File: src/rtl/if_fetch_align.sv
`default_nettype none
// +-----------------------------------------------------------------------------+
// | Module   : if_fetch_align                                                   |
// | Purpose  : RV32IC fetch stage; realigns 16/32-bit instructions from imem.   |
// | Revision : 1.0                                                              |
// +-----------------------------------------------------------------------------+

module if_fetch_align #(
  parameter int          ADDR_WIDTH = 11,
  parameter int          DATA_WIDTH = 32,
  parameter logic [31:0] RESET_PC   = 32'h0
) (
  input  logic                  clk,
  input  logic                  rst_n,
  output logic [ADDR_WIDTH-1:0] imem_addr,
  input  logic [DATA_WIDTH-1:0] imem_dout,
  input  logic                  redirect_valid,
  input  logic [31:0]           redirect_pc,
  input  logic                  id_ready,
  output logic                  instr_valid,
  output logic [31:0]           instr,
  output logic [31:0]           instr_pc,
  output logic                  instr_is_rvc
);

  localparam logic [2:0] C_BUF_DEPTH = 3'd4;

  logic [ADDR_WIDTH-1:0] r_wp;
  logic                  r_rsp_valid;
  logic [ADDR_WIDTH-1:0] r_rsp_addr;
  logic                  r_drop_low;
  logic [15:0]           r_buf [4];
  logic [2:0]            r_cnt;
  logic [31:0]           r_pc;

  logic [15:0] w_hw0;
  logic        w_is_rvc;
  logic [1:0]  w_pop;
  logic [1:0]  w_shift;
  logic        w_fire;
  logic [2:0]  w_cnt_rem;
  logic [2:0]  w_in_hw;
  logic        w_accept;
  logic [2:0]  w_cnt_nxt;
  logic [15:0] w_buf_nxt [4];

  assign imem_addr = redirect_valid ? redirect_pc[ADDR_WIDTH+1:2] : r_wp;

  assign w_hw0        = r_buf[0];
  assign w_is_rvc     = (w_hw0[1:0] != 2'b11);
  assign w_pop        = w_is_rvc ? 2'd1 : 2'd2;
  assign instr_valid  = w_is_rvc ? (r_cnt != 3'd0) : (r_cnt >= 3'd2);
  assign instr        = w_is_rvc ? {16'h0, w_hw0} : {r_buf[1], w_hw0};
  assign instr_pc     = r_pc;
  assign instr_is_rvc = w_is_rvc;

  assign w_fire    = instr_valid & id_ready & ~redirect_valid;
  assign w_shift   = w_fire ? w_pop : 2'd0;
  assign w_cnt_rem = r_cnt - {1'b0, w_shift};
  assign w_in_hw   = r_drop_low ? 3'd1 : 3'd2;
  assign w_accept  = r_rsp_valid && ((w_cnt_rem + w_in_hw) <= C_BUF_DEPTH);
  assign w_cnt_nxt = w_cnt_rem + (w_accept ? w_in_hw : 3'd0);

  // Pop and append in one step; slots past w_cnt_rem are don't-care, so the
  // shift index may simply wrap.
  always_comb begin
    for (int i = 0; i < 4; i++) begin
      w_buf_nxt[i] = r_buf[2'(i) + w_shift];
      if (w_accept) begin
        if (r_drop_low) begin
          if (3'(i) == w_cnt_rem) w_buf_nxt[i] = imem_dout[31:16];
        end else begin
          if (3'(i) == w_cnt_rem)        w_buf_nxt[i] = imem_dout[15:0];
          if (3'(i) == w_cnt_rem + 3'd1) w_buf_nxt[i] = imem_dout[31:16];
        end
      end
    end
  end

  always_ff @(posedge clk or negedge rst_n) begin
    if (!rst_n) begin
      r_wp        <= RESET_PC[ADDR_WIDTH+1:2];
      r_rsp_valid <= 1'b0;
      r_rsp_addr  <= '0;
      r_drop_low  <= RESET_PC[1];
      r_cnt       <= 3'd0;
      r_pc        <= RESET_PC;
      for (int i = 0; i < 4; i++) r_buf[i] <= 16'h0;
    end else begin
      r_rsp_valid <= 1'b1;
      r_rsp_addr  <= imem_addr;
      r_wp        <= imem_addr + 1'b1;
      if (redirect_valid) begin
        r_cnt      <= 3'd0;
        r_pc       <= redirect_pc & ~32'h1;
        r_drop_low <= redirect_pc[1];
      end else begin
        r_cnt <= w_cnt_nxt;
        r_buf <= w_buf_nxt;
        if (w_fire)   r_pc       <= r_pc + {29'h0, w_pop, 1'b0};
        if (w_accept) r_drop_low <= 1'b0;
        // Full buffer: drop the word, squash the in-flight request, replay.
        if (r_rsp_valid && !w_accept) begin
          r_wp        <= r_rsp_addr;
          r_rsp_valid <= 1'b0;
        end
      end
    end
  end

endmodule

`default_nettype wire

File: config.mk
export PLATFORM = sky130hd
export DESIGN_NAME = if_fetch_align
export DESIGN_NICKNAME = d
export VERILOG_FILES = /design/src/rtl/if_fetch_align.sv
export SDC_FILE = /design/constraint.sdc
export NUM_CORES = 1
export LEC_CHECK = 0
export ABC_AREA = 1
export CORE_MARGIN = 4
export CORE_UTILIZATION = 40
export DETAILED_ROUTE_END_ITERATION = 10
export PLACE_DENSITY = 0.63
export SYNTH_ARGS = -nofsm -noshare
export SYNTH_HDL_FRONTEND = slang
export SYNTH_SLANG_ARGS = --single-unit
File: constraint.sdc
create_clock -name clk -period 6.4 [get_ports clk]
set_input_delay 0.96 -clock clk [delete_from_list [all_inputs] [get_ports clk]]
set_output_delay 0.96 -clock clk [all_outputs]
set_load 0.1 [all_outputs]
==> flow_summary.json <==
{
  "status": "completed",
  "place_ws_ns": 1.423,
  "clk_latency_ns": 0.44,
  "cpPeakStageDelay_ns": 0.63,
  "max_freq_mhz": 217.5,
  "path_cells": "buf_2 -> inv_4 -> buf_4 -> nand4_1 -> buf_4 -> fa_1 -> xor2_4 -> buf_4 -> nand3_1 -> buf_4 -> nand2_1 -> nand2_1 -> a21oi_1 -> a21oi_1",
  "synth_enable_flop_cells": 0,
  "core_um2": 25980,
  "initial_core_util_pct": 40.44,
  "htreeDepth": 4,
  "synth_cells": 1731,
  "cts_setup_buffers": 0,
  "ys_seq_elements": 122,
  "setup_tns_ns": 0,
  "die_x_um": 170.1,
  "vias_per_cell": 5.702,
  "finalCriticalPeriod_ns": 4.597,
  "drc": 0,
  "cap_violations": 0,
  "placementRows": 59,
  "die_h_um": 170.1,
  "mostFrequentLayoutCell": "nand2_1",
  "cts.sinks": 122,
  "dr.first_iter.drc_count": 1339,
  "grt_max_degree": 78,
  "worst_slew_margin_rel_pct": 25.23,
  "antenna_cells": 0,
  "drive_gt1_share_pct": 5.000,
  "hpwl_mm": 23.35,
  "cts_made_buffers": 17,
  "cp_slowest_cell": "nand3_1",
  "fin_nets": 1865,
  "setup-violations-final": 0,
  "slew_violations": 0,
  "syn_to_final_growth_pct": 19.01,
  "hold_viol_final": 0,
  "die_area_um2": 28930,
  "dr.pass1.iters": 6,
  "hp-class": "reg2reg",
  "totalWireLength_mm": 38.81,
  "syn_area_um2": 10510,
  "globalplace.congestion": 0.8627,
  "timing.final.crit_share_pct": 71.82,
  "synthFlopType": "dfrtp_1",
  "rsz0062_at_grt": "false",
  "async_flop_share_pct": 100.0,
  "fin_ws_ns": 1.803,
  "synth_cell_types": 42,
  "root_buffer": "clkbuf_16",
  "cts_tree": "done",
  "cts_resized": 0,
  "fillers": 2690,
  "crit_family": "buffers and inverters",
  "grt_pass1_vias": 11100,
  "end_kind": "flip-flop",
  "ios": 145,
  "grt_overflow": 0,
  "ctsHoldBuffers": 0,
  "seq_area_frac_synth_pct": 29.05,
  "path_clk_slew_ns": 0.07,
  "cp_data_required_time_ns": 6.71,
  "grt_pass1_wl_mm": 61.09,
  "cp-start-kind": "input port",
  "fin_util_pct": 48.13,
  "grt_usage_pct": 26.22,
  "io_buffers": 142,
  "postRouteAntennaNets": 0,
  "tightest_slew_ns": 1.117,
  "clock_skew_ns": 0.01132,
  "syn_avg_cell_area_um2": 6.071,
  "cp.buffers_inverters": 6,
  "synth_warnings": 0,
  "crit_fanout": 70,
  "grt_antenna_before_repair": 0,
  "arrival_ns": 4.90,
  "synth_fp_nets": 1809,
  "crit_type": "in2reg",
  "critPathMostFrequentCell": "buf_4",
  "whs_ns": 0.4489,
  "vias": 12170,
  "wl_per_cell_um": 18.18,
  "clk_path_buf_depth": 2,
  "layout_common_cells": "nand2_1, nor2_1, a21oi_1, clkdlybuf4s50_1, nand3_1"
}
## Yosys cell counts, drive strengths merged (4+ instances only)
master	count	share of area (%)
a21oi	164	7.8
buf	80	4.4
clkbuf	53	1.9
dfrtp	122	29
fa	4	0.76
ha	6	0.71
inv	123	4.4
nand2	553	20
nand3	141	6.9
nand3b	9	0.64
nand4	101	6.1
nor2	198	7.1
nor3	11	0.62
o211ai	13	0.93
o21ai	93	4.4
o221ai	5	0.42
or2	12	0.71
xnor2	4	0.33
xor2	23	2.0
## tightest hold or removal path, delay by kind of cell (launching register included)
kind,cells,cell delay (ns)
DFF,1,0.33
and+or+nand+nor,2,0.09
## routing by layer
layer | global-route usage (%) | part of all wire, % | vias to the layer above | wire length (um)
li1 | - | - | 5799 | -
met1 | 36.54 | 43 | 5701 | 16590
met2 | 41.18 | 45 | 590 | 17610
met3 | 4.344 | 9.1 | 84 | 3550
met4 | 9.410 | 2.7 | 0 | 1063
met5 | 0 | 0 | - | 0
## metrics by stage
stage	std cells	cell area (um^2)
2_1_floorplan	1731	10510
3_3_place_gp	2103	11910
3_5_place_dp	2103	11910
4_1_cts	2135	12510
5_1_grt	2135	12510
6_report	2135	12510
## cell families after synthesis
group                      share of synthesized area [%]
AOI/OAI and AO/OA                                  14.09
DFF                                                29.05
xor gates and xnor gates                           2.322
buffers and inverters                              10.80
other                                            0.03568
and+or+nand+nor                                    42.23
adders and majority gates                          1.476
## state kept, by name, summed over array words and instances (netlist names)
signal       flops
r_cnt            3
r_rsp_valid      1
r_drop_low       1
r_buf           48
r_wp            11
instr_pc        31
r_rsp_addr      11
w_hw0           16
## layout make-up
| type | count | area [um^2] | share of cell area [%] |
|---|---|---|---|
| multi-input cells | 1351 | 6340 | 50.69 |
| repair buffers | 170 | 1628 | 13.02 |
| clock inverters | 15 | 170.2 | 1.361 |
| well taps | 335 | 419.2 | 3.351 |
| inverters | 125 | 471.7 | 3.772 |
| flip-flops and latches | 122 | 3053 | 24.41 |
| clock buffers | 17 | 425.4 | 3.401 |
## worst paths after layout
path	slack (ns)	start	depth (start not counted)	to
worst min register to register	0.45	r_rsp_addr[1]	2	r_wp[1]
worst max-delay path	1.80	redirect_valid	14	r_buf[27]
worst max register to register	2.12	w_hw0[0]	19	r_buf[8]
worst min-delay path	0.45	r_rsp_addr[1]	2	r_wp[1]
max in group asynchronous	4.53	rst_n	2	r_buf[11]
min in group asynchronous	0.54	rst_n	1	w_hw0[9]
Power is left out: the tool's default activity adds up to more than one toggle a clock period on the data nets, which glitch-free logic cannot reach.
